==> src/rtl/attn_pkg.sv <==
`default_nettype none
// ============================================================================
// Package     : attn_pkg
// Description : Shared types, default geometry and width helpers for the
//               attention token loader and its row bank.
// Revision    : 1.0 - initial release
// ============================================================================
package attn_pkg;

  // Default geometry. The loader parameters default to these values.
  localparam int DEF_DATA_WIDTH = 16;
  localparam int DEF_TOKEN_DIM  = 4;
  localparam int DEF_TOKEN_NUM  = 8;
  localparam int DEF_MIN_HOLD   = 4;

  // Width helper that never returns zero, so 1-entry configurations still
  // get a legal 1-bit counter.
  function automatic int clog2_min1(input int n);
    return (n <= 2) ? 1 : $clog2(n);
  endfunction

  // Derived widths for the default geometry.
  localparam int ROW_W  = DEF_DATA_WIDTH * DEF_TOKEN_DIM;
  localparam int MAT_W  = ROW_W * DEF_TOKEN_NUM;
  localparam int IDX_W  = clog2_min1(DEF_TOKEN_NUM);
  localparam int HOLD_W = clog2_min1(DEF_MIN_HOLD + 1);

  typedef enum logic [0:0] {
    S_FILL = 1'b0,
    S_FULL = 1'b1
  } state_t;

endpackage : attn_pkg
`default_nettype wire

==> src/rtl/attn_row_bank.sv <==
`default_nettype none
// ============================================================================
// Module      : attn_row_bank
// Description : Matrix register organised as ROWS rows of ROW_W bits with a
//               row-indexed write and an asynchronous active-low clear.
// Ports       : clk        - clock
//               rst_n      - asynchronous active-low clear
//               we_i       - write enable for row row_i
//               row_i      - row index to write
//               row_data_i - row contents
//               mat_o      - flat matrix, row r at [r*ROW_W +: ROW_W]
// Revision    : 1.0 - initial release
// ============================================================================
module attn_row_bank
  import attn_pkg::*;
#(
  parameter int ROW_W = 192,
  parameter int ROWS  = 8,
  parameter int IDX_W = 3
) (
  input  logic                  clk,
  input  logic                  rst_n,
  input  logic                  we_i,
  input  logic [IDX_W-1:0]      row_i,
  input  logic [ROW_W-1:0]      row_data_i,
  output logic [ROW_W*ROWS-1:0] mat_o
);

  for (genvar r = 0; r < ROWS; r++) begin : g_row
    logic [ROW_W-1:0] row_q;

    always_ff @(posedge clk or negedge rst_n) begin
      if (!rst_n) begin
        row_q <= '0;
      end else if (we_i && (row_i == IDX_W'(r))) begin
        row_q <= row_data_i;
      end
    end

    assign mat_o[r*ROW_W +: ROW_W] = row_q;
  end

endmodule : attn_row_bank
`default_nettype wire

==> src/rtl/attn_token_loader.sv <==
`default_nettype none
// ============================================================================
// Module      : attn_token_loader
// Description : Serial Q/K/V token loader with ping-pong banks. One bank
//               fills from the beat stream while the other drives the flat
//               Q/K/V matrices; banks swap only after a minimum hold time.
// Ports       : clk, rst_n              - clock, async active-low reset
//               in_valid/in_ready       - beat handshake
//               in_last                 - final beat of a frame
//               in_q/in_k/in_v          - one token row per beat
//               Q_out/K_out/V_out       - presented matrices
//               out_valid               - a complete frame is presented
//               frame_start             - pulse on the first presented cycle
//               frame_id                - frames presented, wraps at 256
//               err_frame               - pulse on a framing error
// Revision    : 1.0 - initial release
// ============================================================================
module attn_token_loader
  import attn_pkg::*;
#(
  parameter int DATA_WIDTH = DEF_DATA_WIDTH,
  parameter int TOKEN_DIM  = DEF_TOKEN_DIM,
  parameter int TOKEN_NUM  = DEF_TOKEN_NUM,
  parameter int MIN_HOLD   = DEF_MIN_HOLD
) (
  input  logic                                  clk,
  input  logic                                  rst_n,
  input  logic                                  in_valid,
  output logic                                  in_ready,
  input  logic                                  in_last,
  input  logic [DATA_WIDTH*TOKEN_DIM-1:0]       in_q,
  input  logic [DATA_WIDTH*TOKEN_DIM-1:0]       in_k,
  input  logic [DATA_WIDTH*TOKEN_DIM-1:0]       in_v,
  output logic [DATA_WIDTH*TOKEN_DIM*TOKEN_NUM-1:0] Q_out,
  output logic [DATA_WIDTH*TOKEN_DIM*TOKEN_NUM-1:0] K_out,
  output logic [DATA_WIDTH*TOKEN_DIM*TOKEN_NUM-1:0] V_out,
  output logic                                  out_valid,
  output logic                                  frame_start,
  output logic [7:0]                            frame_id,
  output logic                                  err_frame
);

  localparam int ROW_BITS  = DATA_WIDTH * TOKEN_DIM;
  localparam int BANK_ROW  = 3 * ROW_BITS;          // {V, K, Q} per token
  localparam int IDX_BITS  = clog2_min1(TOKEN_NUM);
  localparam int HOLD_BITS = clog2_min1(MIN_HOLD + 1);

  localparam logic [IDX_BITS-1:0]  LAST_IDX = IDX_BITS'(TOKEN_NUM - 1);
  localparam logic [HOLD_BITS-1:0] HOLD_MAX = HOLD_BITS'(MIN_HOLD);

  state_t               state_q, state_d;
  logic [IDX_BITS-1:0]  idx_q, idx_d;
  logic [HOLD_BITS-1:0] hold_cnt_q, hold_cnt_d;
  logic                 bank_sel_q, bank_sel_d;
  logic                 out_valid_q, out_valid_d;
  logic                 frame_start_q, frame_start_d;
  logic [7:0]           frame_id_q, frame_id_d;
  logic                 err_q, err_d;
  logic                 w_we;

  logic [BANK_ROW*TOKEN_NUM-1:0] w_bank0_mat, w_bank1_mat, w_sel_mat;
  logic [BANK_ROW-1:0]           w_row_data;

  always_comb begin
    state_d       = state_q;
    idx_d         = idx_q;
    bank_sel_d    = bank_sel_q;
    out_valid_d   = out_valid_q;
    frame_id_d    = frame_id_q;
    frame_start_d = 1'b0;
    err_d         = 1'b0;
    w_we          = 1'b0;
    hold_cnt_d    = (hold_cnt_q < HOLD_MAX) ? hold_cnt_q + 1'b1 : hold_cnt_q;

    case (state_q)
      S_FILL: begin
        if (in_valid) begin
          w_we = 1'b1;
          if (idx_q == LAST_IDX) begin
            // Full row count reached: commit even without in_last, but flag it.
            idx_d   = '0;
            state_d = S_FULL;
            err_d   = ~in_last;
          end else if (in_last) begin
            // Short frame: drop it; the presented bank is never touched.
            idx_d = '0;
            err_d = 1'b1;
          end else begin
            idx_d = idx_q + 1'b1;
          end
        end
      end
      S_FULL: begin
        if (hold_cnt_q == HOLD_MAX) begin
          bank_sel_d    = ~bank_sel_q;
          hold_cnt_d    = '0;
          out_valid_d   = 1'b1;
          frame_start_d = 1'b1;
          frame_id_d    = frame_id_q + 8'd1;
          state_d       = S_FILL;
        end
      end
      default: state_d = S_FILL;
    endcase
  end

  always_ff @(posedge clk or negedge rst_n) begin
    if (!rst_n) begin
      state_q       <= S_FILL;
      idx_q         <= '0;
      hold_cnt_q    <= HOLD_MAX;   // first frame may swap immediately
      bank_sel_q    <= 1'b0;
      out_valid_q   <= 1'b0;
      frame_start_q <= 1'b0;
      frame_id_q    <= 8'd0;
      err_q         <= 1'b0;
    end else begin
      state_q       <= state_d;
      idx_q         <= idx_d;
      hold_cnt_q    <= hold_cnt_d;
      bank_sel_q    <= bank_sel_d;
      out_valid_q   <= out_valid_d;
      frame_start_q <= frame_start_d;
      frame_id_q    <= frame_id_d;
      err_q         <= err_d;
    end
  end

  assign w_row_data = {in_v, in_k, in_q};

  // The fill bank is the one not selected for presentation.
  attn_row_bank #(.ROW_W(BANK_ROW), .ROWS(TOKEN_NUM), .IDX_W(IDX_BITS)) u_bank0 (
    .clk        (clk),
    .rst_n      (rst_n),
    .we_i       (w_we & bank_sel_q),
    .row_i      (idx_q),
    .row_data_i (w_row_data),
    .mat_o      (w_bank0_mat)
  );

  attn_row_bank #(.ROW_W(BANK_ROW), .ROWS(TOKEN_NUM), .IDX_W(IDX_BITS)) u_bank1 (
    .clk        (clk),
    .rst_n      (rst_n),
    .we_i       (w_we & ~bank_sel_q),
    .row_i      (idx_q),
    .row_data_i (w_row_data),
    .mat_o      (w_bank1_mat)
  );

  // Selector and presented bank are both flops that only change on a swap
  // edge, so the outputs move once per frame.
  assign w_sel_mat = bank_sel_q ? w_bank1_mat : w_bank0_mat;

  for (genvar r = 0; r < TOKEN_NUM; r++) begin : g_unpack
    assign Q_out[r*ROW_BITS +: ROW_BITS] = w_sel_mat[r*BANK_ROW              +: ROW_BITS];
    assign K_out[r*ROW_BITS +: ROW_BITS] = w_sel_mat[r*BANK_ROW + ROW_BITS   +: ROW_BITS];
    assign V_out[r*ROW_BITS +: ROW_BITS] = w_sel_mat[r*BANK_ROW + 2*ROW_BITS +: ROW_BITS];
  end

  assign in_ready    = (state_q == S_FILL);
  assign out_valid   = out_valid_q;
  assign frame_start = frame_start_q;
  assign frame_id    = frame_id_q;
  assign err_frame   = err_q;

endmodule : attn_token_loader
`default_nettype wire
==> config.mk <==
export PLATFORM = sky130hd
export DESIGN_NAME = attn_token_loader
export DESIGN_NICKNAME = d
export VERILOG_FILES = /design/src/rtl/attn_pkg.sv /design/src/rtl/attn_row_bank.sv /design/src/rtl/attn_token_loader.sv
export SDC_FILE = /design/constraint.sdc
export NUM_CORES = 2
export LEC_CHECK = 0
export CORE_MARGIN = 3
export CORE_UTILIZATION = 25
export CTS_CLUSTER_DIAMETER = 80
export DETAILED_ROUTE_END_ITERATION = 16
export SYNTH_ARGS = -nofsm -noshare
export SYNTH_HDL_FRONTEND = slang
export SYNTH_SLANG_ARGS = --single-unit
==> constraint.sdc <==
create_clock -name clk -period 4.6 [get_ports clk]
set_input_delay 0.69 -clock clk [delete_from_list [all_inputs] [get_ports clk]]
set_output_delay 0.69 -clock clk [all_outputs]
set_load 0.1 [all_outputs]
==> results_dict.tcl <==
set metrics [dict create \
    status "completed" \
    core_area_um2 530000 \
    relSlewSlack 0.138 \
    ys_seq_area_frac 0.580 \
    synth_area_leaders "dfrtp_1 (58%), mux2_2 (38%), buf_2 (1.4%)" \
    antenna_found_initial 96 \
    synth_nets 8688 \
    synth.distinct_cells 30 \
    multi_input_area_um2 52500 \
    synth_edf_count 0 \
    firstDrtPassIters 5 \
    grt_usage 0.173 \
    cp_top_family "flip-flops" \
    min_to "u_bank1.g_row[4].row_q[10]" \
    cts_setup_buffers 0 \
    timing.rr.start "bank_sel_q" \
    yosys_warnings 0 \
    crit_fanout 88 \
    critPathCaptureType "primary output" \
    post-dp-hpwl_mm 339 \
    worstMarginPinSlew_ns 1.29 \
    path_class "reg2out" \
    synth_area_um2 133000 \
    portBuffers 1743 \
    cpMostUsedCell "buf_12" \
    hold_depth 2 \
    avgSynthCellArea_um2 15.7 \
    setup-violations-final 0 \
    num_rows 267 \
    drv_cap 0 \
    synthTopCellsByCount "mux2_2 (4474), dfrtp_1 (3090), buf_2 (378), clkbuf_1 (199), mux2_1 (134)" \
    synth_top_area_cell "dfrtp_1" \
    rsz0062_at_grt "false" \
    cts_tree "done" \
    drive_gt1_frac 0.655 \
    clock_latency_ns 0.97 \
    yosysTopAreaCellShare 0.579 \
    required_ns 3.91 \
    fill_cells 52100 \
    seq_area_um2 77400 \
    die_h_um 737 \
    grt_pass1_wl_mm 673 \
    gp_congestion 0.795 \
    die_w_um 737 \
    ant_nets 0 \
    fin_worst_skew_ns 0.0921 \
    slowest_delay_ns 1.01 \
    fin_crit_ns 4.33 \
    ff2ff_path_depth 6 \
    hold_viol_final 0 \
    hp-start "in_q[10]" \
    hp-class "in2reg" \
    cts.sinks 3091 \
    synth_flop_cell "dfrtp_1" \
    clockBufferDepth 4 \
    max_clock_freq_mhz 231 \
    start_util 0.252 \
    ios 1744 \
    slew_viol_final 0 \
    synthCells 8482 \
    tns_ns 0 \
    cts.htree.levels 5 \
    cts.clk_slew.worst_paths_ns 0.06 \
    drc 0 \
    grt_remaining_overflow 0 \
    critPathArrivalTime_ns 3.64 \
    fin_crit_sh 0.942 \
    cts_made_buffers 357 \
    post-synth-top-count-cell "mux2_2" \
    nNetsFinal 10400 \
    wl_mm 486 \
    crit_chain "buf_12, buf_12, mux2_2, buf_4" \
    r2r_end "u_bank0.g_row[2].row_q[114]" \
    slowest_stage "dfrtp_4" \
    dieArea_um2 543000 \
    synthArstFlopShare 1.00 \
    grt_start_max_net_pins 128 \
    ys_seq_elements 3091 \
    cp_num_buf_inv 3 \
    routedWlPerCell_um 27.8 \
    drtIter0Drc 3961 \
    cp-start-kind "flop" \
    syn_to_final_growth_pct 28.9 \
    vias 78700 \
    grt_pass1_vias 81800 \
    root_buffer "clkbuf_16" \
    r2r_setup_slack_ns 1.39 \
    routed_via_density 4.51 \
]
flip-flops by register name, indices dropped and copies added, names as in the netlist:
signal               cells
bank_sel_q               1
err_frame                1
state_q                  1
hold_cnt_q               3
u_bank1.g_row.row_q   1536
frame_id                 8
out_valid                1
frame_start              1
idx_q                    3
u_bank0.g_row.row_q   1536
metrics by stage:
| stage | instances | setup WS [ns] | hold WS, ns | utilization | cell area [um^2] |
|---|---|---|---|---|---|
| after detailed placement | 16800 | 1.05 | 0.461 | 0.302 | 160000 |
| after CTS | 17400 | 0.165 | 0.221 | 0.324 | 172000 |
| final | 17500 | 0.269 | 0.324 | 0.325 | 172000 |
| after global placement | 16800 | 1.06 | 0.462 | 0.302 | 160000 |
| after global routing | 17400 | 0.143 | 0.275 | 0.324 | 172000 |
| after floorplan | 8482 | 2.17 | 0.394 | - | 133000 |
metal layers:
metal  up-vias  wire length (um)  track usage
li1      33700                 -            -
met1     42200            204000        0.219
met2      2077            224000        0.276
met3       707             33300       0.0452
met4        24             24500       0.0762
met5         -               161            0
cells in the final DEF, fill, tap and decap left out, types with 17 or more instances in the layout:
cell type	synthesis	final
buf_12	0	472
buf_2	378	17
buf_4	108	1301
clkbuf_1	199	97
clkbuf_16	0	359
clkbuf_8	0	86
clkdlybuf4s50_1	0	218
clkinv_2	0	45
dfrtp_1	3090	3089
diode_2	0	39
mux2_1	134	134
mux2_2	4474	4474
how the worst max path moves through the flow:
stage	start	to	slack, ns	cells past startpoint
2_1_floorplan	bank_sel_q	V_out[472]	2.17	6
3_3_place_gp	in_valid	u_bank1.g_row[6].row_q[106]	1.06	7
3_5_place_dp	in_valid	u_bank1.g_row[6].row_q[103]	1.05	7
4_1_cts	bank_sel_q	K_out[357]	0.16	4
5_1_grt	bank_sel_q	K_out[357]	0.14	4
6_report	bank_sel_q	K_out[357]	0.27	4
area by class of cell:
cell class                 instances  share of cell area
timing repair buffer            2010               0.125
clock inverter                   102             0.00726
sequential                      3091               0.450
clock buffer                     542              0.0612
multi-input combinational       4680               0.305
inverter                           8            0.000175
tap                             6994              0.0509
antenna                           39            0.000567
repair_timing:
| action | in CTS | in global routing |
|---|---|---|
| endpoints found under the hold margin | 75 | 0 |
| gates resized for setup | 0 | 0 |
| hold buffers | 1 | 0 |
cell families after synthesis:
logic type,share of synthesized area
AO/OA/AOI/OAI,0.000225
XOR/XNOR,0.000656
adder cells (fa/ha/maj),0.000938
buffers and inverters,0.0276
flip-flops,0.580
multiplexers,0.389
AND/OR/NAND/NOR,0.00202
Power is not shown: default switching activity piles up to over one toggle a cycle in this logic, so the estimate is an artifact.
